[src/rtl/mips_multicycle_ctrl.sv]
`default_nettype none
// ============================================================================
// Module      : mips_multicycle_ctrl
// Description : Multi-cycle sequencer for the MIPS datapath. Steps each
//               instruction through FETCH / DECODE / MEM / ADDM / WB, shares
//               one memory port with a ready handshake, converts memory
//               stalls longer than TIMEOUT cycles into a bus error, routes
//               decoder exceptions to EXC and counts retired instructions.
// Revision    : 1.0 - initial release
// ============================================================================
module mips_multicycle_ctrl #(
  parameter int CNT_W   = 32,
  parameter int TIMEOUT = 16
) (
  input  logic             clock,
  input  logic             reset,
  input  logic             run,
  input  logic             mem_ready,
  input  logic [1:0]       control_type,
  input  logic             writeenable,
  input  logic             mem_read,
  input  logic             word_we,
  input  logic             byte_we,
  input  logic             addm,
  input  logic             except,
  output logic             mem_req,
  output logic             mem_fetch,
  output logic             mem_rd,
  output logic             mem_word_we,
  output logic             mem_byte_we,
  output logic             ir_we,
  output logic             rf_we,
  output logic             addm_phase,
  output logic             pc_we,
  output logic [1:0]       pc_sel,
  output logic             pc_exc,
  output logic             exc_flag,
  output logic             bus_err,
  output logic [CNT_W-1:0] retired,
  output logic [2:0]       state
);

  // Timer only needs to reach TIMEOUT-1, the last permitted waiting cycle.
  localparam int               TMR_W    = (TIMEOUT > 2) ? $clog2(TIMEOUT) : 1;
  localparam logic [TMR_W-1:0] TMR_LAST = TMR_W'(TIMEOUT - 1);

  typedef enum logic [2:0] {
    ST_FETCH  = 3'd0,
    ST_DECODE = 3'd1,
    ST_MEM    = 3'd2,
    ST_ADDM   = 3'd3,
    ST_WB     = 3'd4,
    ST_EXC    = 3'd5
  } state_t;

  state_t             state_q, state_d;
  logic [TMR_W-1:0]   timer_q, timer_d;
  logic [CNT_W-1:0]   retired_q, retired_d;

  // State, wait timer and retire counter; asynchronous active-low reset.
  always_ff @(posedge clock or negedge reset) begin
    if (!reset) begin
      state_q   <= ST_FETCH;
      timer_q   <= '0;
      retired_q <= '0;
    end else begin
      state_q   <= state_d;
      timer_q   <= timer_d;
      retired_q <= retired_d;
    end
  end

  // Next-state and output decode. The timer defaults to zero, so it is
  // cleared on every state change and only counts while a request stalls.
  always_comb begin
    state_d     = state_q;
    timer_d     = '0;
    retired_d   = retired_q;
    mem_req     = 1'b0;
    mem_fetch   = 1'b0;
    mem_rd      = 1'b0;
    mem_word_we = 1'b0;
    mem_byte_we = 1'b0;
    ir_we       = 1'b0;
    rf_we       = 1'b0;
    addm_phase  = 1'b0;
    pc_we       = 1'b0;
    pc_sel      = 2'd0;
    pc_exc      = 1'b0;
    exc_flag    = 1'b0;
    bus_err     = 1'b0;

    case (state_q)
      ST_FETCH: begin
        if (run) begin
          mem_req   = 1'b1;
          mem_fetch = 1'b1;
          mem_rd    = 1'b1;
          if (mem_ready) begin
            // Ready wins over an expiring timer.
            ir_we   = 1'b1;
            state_d = ST_DECODE;
          end else if (timer_q == TMR_LAST) begin
            bus_err = 1'b1;
            state_d = ST_EXC;
          end else begin
            timer_d = timer_q + 1'b1;
          end
        end
      end

      ST_DECODE: begin
        if (except) begin
          state_d = ST_EXC;
        end else if (mem_read || word_we || byte_we || addm) begin
          state_d = ST_MEM;
        end else begin
          state_d = ST_WB;
        end
      end

      ST_MEM: begin
        mem_req     = 1'b1;
        mem_rd      = mem_read | addm;
        mem_word_we = word_we;
        mem_byte_we = byte_we;
        if (mem_ready) begin
          state_d = addm ? ST_ADDM : ST_WB;
        end else if (timer_q == TMR_LAST) begin
          bus_err = 1'b1;
          state_d = ST_EXC;
        end else begin
          timer_d = timer_q + 1'b1;
        end
      end

      ST_ADDM: begin
        addm_phase = 1'b1;
        state_d    = ST_WB;
      end

      ST_WB: begin
        rf_we     = writeenable;
        pc_we     = 1'b1;
        pc_sel    = control_type;
        retired_d = retired_q + 1'b1;
        state_d   = ST_FETCH;
      end

      ST_EXC: begin
        exc_flag = 1'b1;
        pc_we    = 1'b1;
        pc_exc   = 1'b1;
        state_d  = ST_FETCH;
      end

      default: begin
        state_d = ST_FETCH;
      end
    endcase

    // Keep every strobe quiet while reset is held, even with run=1.
    if (!reset) begin
      mem_req     = 1'b0;
      mem_fetch   = 1'b0;
      mem_rd      = 1'b0;
      mem_word_we = 1'b0;
      mem_byte_we = 1'b0;
      ir_we       = 1'b0;
      rf_we       = 1'b0;
      addm_phase  = 1'b0;
      pc_we       = 1'b0;
      pc_sel      = 2'd0;
      pc_exc      = 1'b0;
      exc_flag    = 1'b0;
      bus_err     = 1'b0;
    end
  end

  assign retired = retired_q;
  assign state   = state_q;

endmodule
`default_nettype wire

[config.mk]
export PLATFORM = sky130hd
export DESIGN_NAME = mips_multicycle_ctrl
export DESIGN_NICKNAME = d
export VERILOG_FILES = /design/src/rtl/mips_multicycle_ctrl.sv
export SDC_FILE = /design/constraint.sdc
export NUM_CORES = 1
export LEC_CHECK = 0
export BUFFER_PORTS_ARGS = -buffer_cell sky130_fd_sc_hd__buf_2
export CAP_MARGIN = 10
export CORE_MARGIN = 10
export CORE_UTILIZATION = 46
export CTS_CLUSTER_DIAMETER = 40
export CTS_CLUSTER_SIZE = 24
export DETAILED_ROUTE_END_ITERATION = 8
export PLACE_DENSITY = 0.77
export SYNTH_ARGS = -nofsm -noshare
export SYNTH_HDL_FRONTEND = slang
export SYNTH_SLANG_ARGS = --single-unit
[constraint.sdc]
create_clock -name clock -period 1.6 [get_ports clock]
set_clock_uncertainty 0.2 [all_clocks]
set_input_delay 0.16 -clock clock [delete_from_list [all_inputs] [get_ports clock]]
set_output_delay 0.16 -clock clock [all_outputs]
set_load 0.01 [all_outputs]
======== Yosys cells after proc, flatten, opt, wreduce, memory -nomap -nowiden ========
Index checks and enable logic that the tools add are counted.
storage, ports and cells
  flip-flop bits (word level) ............. 39
  bits of input ports ..................... 12
  output and inout bits ................... 49
  logic and storage cells ................. 60
cells by class
  add/subtract/negate cells ............... 2
  eq/ne operators ......................... 7
  muxes and demuxes ....................... 42
  bitwise logic cells ..................... 1
  reduce and logical (&&, ||, !) cells .... 5
operator list
  cell                     number
  $add A32 B1 Y32 const B  1
  $mux W1                  25
  $mux W3                  7
  $mux W4                  3
  $pmux W3 S4              1
  $pmux W4 S2              1
  $eq A3 B2 Y1 const B     2
  $eq A3 B3 Y1 const B     2
  $pmux W1 S2              3
  $add A4 B1 Y4 const B    1
  $eq A4 B4 Y1 const B     1
  $mux W2                  2
  $eq A3 B1 Y1 const B     1
  $logic_not A3 Y1         1
  $logic_or A1 B1 Y1       3
  $ne A2 B2 Y1 const B     1
  $reduce_or A2 Y1         1
  $or A1 B1 Y1             1

======== Longest topological paths before layout ========
Gate-level depths: netlist (run 1).
  word-level depth ........................ 6
  depth in mapped cells ................... 6

======== Least setup slack after synthesis (run 1) ========
OpenSTA, ideal clock, no wires.
  kind .................................... register -> register
  start point ............................. register retired_q[0] (netlist: retired[0])
  end point ............................... register retired_q[28] (netlist: retired[28])
  arrival time ............................ 1.578 ns
  required time ........................... 1.321 ns
  path slack .............................. -0.257 ns
  cell stages (with the launch flop) ...... 7
  path buffers ............................ 1
  period minus slack after synthesis ...... 1.857 ns
  cell sequence ........................... dfrtp_1 > ha_1 > and4bb_4 > nand4_2 > buf_6 > nor4_2 > xor2_1
on the way
  word-level cells in the longest chain between the ends .. 1
RTL lines
  item                      line  RTL
  start: declaration        58    logic [CNT_W-1:0] retired_q, retired_d;
  start signal: assignment  69    retired_q <= retired_d;
  $add A32 B1 Y32           146   retired_d = retired_q + 1'b1;
No other way between the ends.
A chain may end at the register's enable or synchronous reset.

======== Worst setup path after layout (run 1) ========
  start point ............................. register retired_q[1] (netlist: retired[1])
  end point ............................... register retired_q[24] (netlist: retired[24])
Same word-level chain as after synthesis.

==> results of run 1 <==
placed cells by master, fill, tap and decap left out, types with 3 or more instances in the layout:
cell,netlist,layout
inv_1,7,6
and3_4,0,4
nand2_1,12,9
buf_12,0,3
buf_2,1,51
nor4_4,1,9
and4_4,0,3
xnor2_1,14,12
dfrtp_1,39,36
buf_4,1,42
nor2_4,0,7
xor2_1,18,18
nor3_4,0,8
dlygate4sd3_1,0,3
nand4_4,2,4
nor2_1,12,4
dfrtp_2,0,3
nand3_1,10,7
and3_1,7,3
nand4_1,5,5
and2_4,0,3
buf_6,3,21
clkbuf_8,0,6
worst min-delay path by stage:
stage | slack (ns) | endpoint | from | depth (start not counted)
after global routing | 0.01 | retired[13] | reset | 3
after detailed placement | -0.05 | retired[2] | reset | 2
after CTS | 0.04 | state[1] | mem_ready | 4
after global placement | -0.06 | retired[2] | reset | 2
final | -0.004 | retired[13] | reset | 3
after floorplan | -0.34 | retired[0] | reset | 0
area by class of cell:
class	instances	area, um^2
Multi-Input combinational cell	134	1381
Sequential cell	39	979.7
Timing Repair Buffer	123	949.7
Fill cell	257	830.8
Clock buffer	7	86.33
Tap cell	52	65.06
Inverter	7	26.28
Clock inverter	1	5.005
state kept, by name, summed over array words and instances (netlist names):
| signal | count |
|---|---|
| state | 3 |
| timer_q | 4 |
| retired | 32 |
routing by layer:
layer	track usage	part of all wire	up-vias
met5	0	0	-
met4	0.06922	0.025	0
met3	0.05347	0.067	17
met2	0.3007	0.52	72
met1	0.2002	0.39	995
li1	-	-	908
cell families after synthesis:
group | count (synthesis) | synth area share
DFF | 39 | 0.4768
buffers and inverters | 13 | 0.03728
AOI/OAI and AO/OA | 9 | 0.02934
adders and majority gates | 2 | 0.01222
xor gates and xnor gates | 32 | 0.1369
and+or+nand+nor | 90 | 0.3019
muxes | 1 | 0.005501
stage by stage:
stage | total power, W | setup slack [ns] | utilization | hold WS (ns)
2_1_floorplan | 0.001556 | -0.1673 | - | -0.3356
3_3_place_gp | 0.001951 | -0.06313 | 0.6670 | -0.05975
3_5_place_dp | 0.001982 | -0.1247 | 0.6670 | -0.04915
4_1_cts | 0.002879 | -0.2581 | 0.7494 | 0.04466
5_1_grt | 0.003318 | -0.3471 | 0.8079 | 0.01236
6_report | 0.003183 | -0.3117 | 0.8079 | -0.003950
power by group through the flow:
| stage | clock network (W) | logic [W] | registers [W] |
|---|---|---|---|
| after floorplan | 0 | 0.000316 | 0.00124 |
| after global placement | 0 | 0.000778 | 0.00117 |
| after detailed placement | 0 | 0.000804 | 0.00118 |
| after CTS | 0.000704 | 0.00101 | 0.00117 |
| after global routing | 0.000748 | 0.00136 | 0.00121 |
| final | 0.000712 | 0.00127 | 0.00120 |
timing repair:
item | CTS | global route
setup endpoints to repair | 39 | 43
gates cloned | 1 | 0
hold buffers | 3 | 1
endpoints found under the hold margin | 41 | 14
resized for setup | 40 | 41
buffers inserted | 6 | 8
pin swaps | 25 | 17
critical path, stage by stage, from the launching register on:
cell,delay [ns]
dfrtp_1,0.45
ha_4,0.16
and4bb_4,0.27
nand4_4,0.14
buf_12,0.19
buf_4,0.14
nor3_4,0.11
xnor2_1,0.16
synth_stat cells, types with 2 or more instances:
master	number
nand4_1	5
nand4_2	2
nor4_1	2
xnor2_1	14
nand2b_1	4
a311oi_1	2
dfrtp_1	39
and2_1	5
nand3b_1	2
a21oi_1	3
and3_1	7
nand4b_1	2
nor3_1	9
nor2_1	12
nand3_1	10
nor4_2	7
nand2_1	12
inv_1	7
xor2_1	18
buf_6	3
and4_1	5
ha_1	2
nand4_4	2
==> run_results.csv, run 1 <==
group,metric,value,unit
setup_path,crit_arrival,1.93,ns
synth,syn_inst,186,
synth,ys_top_cells_by_area,"dfrtp_1, xor2_1, xnor2_1",
timing,setup_slack,-0.3117,ns
timing,tns,-5.729,ns
final_layout,nets,324,
floorplanning,num_io_pins,61,
timing,finalCriticalPeriod,1.912,ns
floorplanning,fp-row-count,24,
setup_path,criticalPathCategory,"flip-flop to flip-flop",
run_status,failed_checks,"negative hold slack, negative setup slack",
clock_tree,cts_buffers,5,
setup_path,reg2regPathDepth,7,
clock_tree,htree_levels,2,
drt,avgRoutedWirePerCell,18.92,um
synth,syn-mean-instance-area,11.01,um^2
clock_tree,clk_latency,0.30,ns
global_routing,grt_pass1_wl,10540,um
drt,ant_nets,0,
synth,ys_warn_count,0,
power,p_sw,0.001054,W
setup_path,rr_endpoint,"retired[24]",
synth,yosysSeqAreaShare,0.4768,
floorplanning,dieArea,7518,um^2
timing,max_clock_freq,523.1,MHz
worst_hold_path,hold_class,"input pin to asynchronous set/reset pin",
floorplanning,core,4324,um^2
power,p_per_area,911.2,nW/um^2
clock_tree,tritoncts,"done",
drt,wirelength,6867,um
drt,routed_via_density,5.488,
floorplanning,die_h,86.71,um
clock_tree,cts_max_path_buffers,2,
synth,synthFlopType,"dfrtp_1",
global_routing,grt_max_degree,22,
global_routing,grt_overflow,0,
power,leakage,2.032,nW
job,maxCapViolCount,0,
final_layout,synthToLayoutAreaGrowth,70.66,%
synth,syn_nets,200,
synth,synth_edf_count,0,
clock_tree,clkTransAtPathRegs,0.08,ns
placement,numPortBuffers,60,
setup_path,critPathCaptureType,"flip-flop",
global_routing,grt_pass1_vias,2122,
timing,min_period_over_period,1.195,
timing,finalHoldViolations,10,
placement,gp_congestion,0.7936,
run_status,status,"finished with violations",
power,ir_drop,0.6560,mV
timing,rsz0062_at_grt,"yes",
power,p_int,0.002129,W
setup_path,start_kind,"flip-flop",
setup_path,reg2reg_slack,-0.31,ns
setup_path,endpoint,"retired[24]",
timing,drv_slew,0,
timing,finalSetupViolCount,42,
power,pwr-share-seq,0.377,
global_routing,track_usage,0.1761,
setup_path,reg2reg_from,"retired[1]",
final_layout,drive_gt1_frac,0.6077,
power,combPwrFrac,0.400,
placement,placed_cell_area,2884,um^2
drt,dr.pass1.iters,4,
final_layout,num_antenna_cells,0,
synth,yosys.area.top_type,"dfrtp_1",
clock_tree,clockRootBuffer,"clkbuf_8",
placement,post-dp-hpwl,4086,um
setup_path,crit_fanout,6,
setup_path,crit_start,"retired[1]",
placement,dp_cells,337,
synth,synth_area,2047,um^2
setup_path,cp.required,1.61,ns
synth,async_flop_share,1.000,
timing,slew_headroom,0.5205,
global_routing,antenna_found_initial,0,
power,pwr-share-clk,0.224,
floorplanning,initial_core_util,0.4734,
final_layout,fin_area,3493,um^2
drt,drcViolationCount,0,
floorplanning,die_x,86.71,um
synth,synth_seq_cells,39,
synth,synth.top_cell.area_share,0.4768,
drt,vias,1992,
timing,holdWs,-0.003950,ns
power,sw_frac_of_total,0.3311,
clock_tree,cts_sinks,39,
timing,worstMarginPinSlew,0.7170,ns
drt,drtIter0Drc,76,
synth,synth_cell_types,35,
final_layout,layout.cells.non_filler,363,
(Power assumes the default switching activity.)
==> inputs of run 2 (changes only) <==
Settings changed: CORE_UTILIZATION 46 to 49, PLACE_DENSITY 0.77 to 0.78.
Clock period 1.6 ns to 2.3 ns, I/O delays scaled along.
==> run_results.csv, run 2 (synthesized netlist as in run 1, its figures left out) <==
group,metric,value,unit
setup_path,critPathMaxStageDelay,0.43,ns
final_layout,synthToLayoutAreaGrowth,22.98,%
power,combPwrFrac,0.217,
floorplanning,fp-row-count,23,
worst_hold_path,hp-start,"except",
final_layout,num_antenna_cells,0,
global_routing,track_usage,0.1338,
power,leakage,1.388,nW
timing,slew_headroom,0.6826,
final_layout,nets,266,
setup_path,crit_family,"simple AND/OR/NAND/NOR gates",
worst_hold_path,hold_class,"input pin to flip-flop",
drt,vias,1595,
placement,gp_congestion,0.7842,
final_layout,most-common-layout-cells,"buf_2, dfrtp_1, xor2_1",
clock_tree,tritoncts,"done",
floorplanning,dieArea,7163,um^2
setup_path,criticalPathCategory,"flip-flop to output pin",
drt,wirelength,4785,um
drt,avgRoutedWirePerCell,15.79,um
floorplanning,die_h,84.64,um
clock_tree,htree_levels,2,
placement,post-dp-hpwl,3552,um
global_routing,antenna_found_initial,0,
clock_tree,cts_max_path_buffers,2,
power,ir_drop,0.3234,mV
timing,max_clock_freq,464.3,MHz
power,pwr-share-seq,0.459,
power,p_int,0.001276,W
worst_hold_path,hold_depth,3,
clock_tree,cts_sinks,39,
setup_path,rr_endpoint,"retired[26]",
final_layout,largest_reg_flops,32,
global_routing,grt_overflow,0,
final_layout,fillers,345,
setup_path,path_buf_inv,2,
timing,finalCriticalPeriod,2.154,ns
worst_hold_path,worstHoldEndpoint,"state[0]",
power,p_sw,0.0005501,W
timing,holdWs,0.008744,ns
global_routing,grt_pass1_vias,1553,
clock_tree,clockRootBuffer,"clkbuf_8",
setup_path,crit_arrival,1.72,ns
final_layout,fin_util,0.6248,
floorplanning,die_x,84.64,um
setup_path,critPathCaptureType,"output pin",
drt,routed_via_density,5.264,
floorplanning,initial_core_util,0.5081,
clock_tree,post-cts-setup-buffer-count,0,
timing,worstMarginPinSlew,0.4725,ns
timing,min_period_over_period,0.9365,
floorplanning,core,4029,um^2
setup_path,cp_cell_sequence,"buf_4, nor3_1, nand2_1, a21oi_1, buf_2",
clock_tree,hold_buffers,1,
final_layout,layout_commonest_cell,"buf_2",
timing,finalSetupViolCount,0,
setup_path,cp.required,1.87,ns
timing,rsz0062_at_grt,"no",
power,sw_frac_of_total,0.3013,
final_layout,drive_gt1_frac,0.3439,
run_status,status,"finished clean",
setup_path,reg2reg_slack,0.18,ns
global_routing,grt_pass1_wl,7941,um
drt,drcViolationCount,0,
timing,finalHoldViolations,0,
clock_tree,clkTransAtPathRegs,0.07,ns
floorplanning,num_io_pins,61,
placement,placed_cell_area,2390,um^2
setup_path,reg2regPathDepth,5,
placement,numPortBuffers,60,
setup_path,crit_fanout,10,
setup_path,start_kind,"flip-flop",
timing,drv_slew,0,
job,maxCapViolCount,0,
final_layout,fin_area,2517,um^2
clock_tree,cts_buffers,5,
timing,tns,0,ns
drt,ant_nets,0,
power,pwr-share-clk,0.324,
setup_path,slowest_stage,"nor3_1",
power,power,0.001826,W
clock_tree,cts_resized,0,
drt,dr.pass1.iters,4,
drt,drtIter0Drc,66,
clock_tree,clk_latency,0.30,ns
global_routing,grt_max_degree,22,
setup_path,reg2reg_from,"retired[0]",
power,p_per_area,725.2,nW/um^2
## run 2: cell types whose count changed in the layout (fill, tap and decap cells not counted), moves of 4 or more
cell,change
nor4_2,+7
nor3_4,-8
and3_4,-4
and3_1,+4
buf_4,-38
nor2_4,-7
nor2_1,+8
buf_6,-21
buf_2,+9
nor4_4,-8
nor3_1,+9
## run 2: stage by stage
step / cells / worst slack [ns]
global route: 303 / 0.001581
finish: 303 / 0.1462
floorplan: 186 / 0.4431
CTS: 303 / 0.1535
detailed placement: 294 / 0.2525
global placement: 294 / 0.2939
## run 2: worst max-delay path by stage
| stage | from | to | slack [ns] | depth (start not counted) |
|---|---|---|---|---|
| 2_1_floorplan | retired[0] | retired[28] | 0.44 | 6 |
| 3_3_place_gp | retired[0] | retired[30] | 0.29 | 5 |
| 3_5_place_dp | retired[0] | retired[30] | 0.25 | 5 |
| 4_1_cts | reset | mem_rd | 0.15 | 6 |
| 5_1_grt | state[1] | mem_rd | 0.002 | 6 |
| 6_report | state[0] | mem_rd | 0.15 | 5 |
## run 2: worst reg2reg max path, cell delays in order, from the launching register on
cell      delay (ns)
dfrtp_1         0.43
ha_1            0.18
and4bb_4        0.28
nand4_2         0.35
nor4_4          0.41
xor2_1          0.20
## run 2: per-layer routing
| metal | share of wire | GRT usage |
|---|---|---|
| met2 | 0.51 | 0.2279 |
| met3 | 0.057 | 0.04638 |
| met5 | 0 | 0 |
| met4 | 0.017 | 0.04940 |
| met1 | 0.42 | 0.1502 |
## run 2: power by group through the flow
stage	combinational (W)	clock (W)	sequential (W)
floorplan	0.000216	0	0.000860
global placement	0.000395	0	0.000840
detailed placement	0.000398	0	0.000846
CTS	0.000403	0.000609	0.000837
global route	0.000438	0.000627	0.000850
finish	0.000396	0.000592	0.000837
## run 2: cell type report
class | count | area, um^2 | share of cell area
Multi-Input combinational cell | 134 | 994.7 | 0.3951
Sequential cell | 39 | 975.9 | 0.3877
Timing Repair Buffer | 65 | 340.3 | 0.1352
Clock buffer | 6 | 82.58 | 0.03280
Tap cell | 50 | 62.56 | 0.02485
Clock inverter | 2 | 35.03 | 0.01392
Inverter | 7 | 26.28 | 0.01044
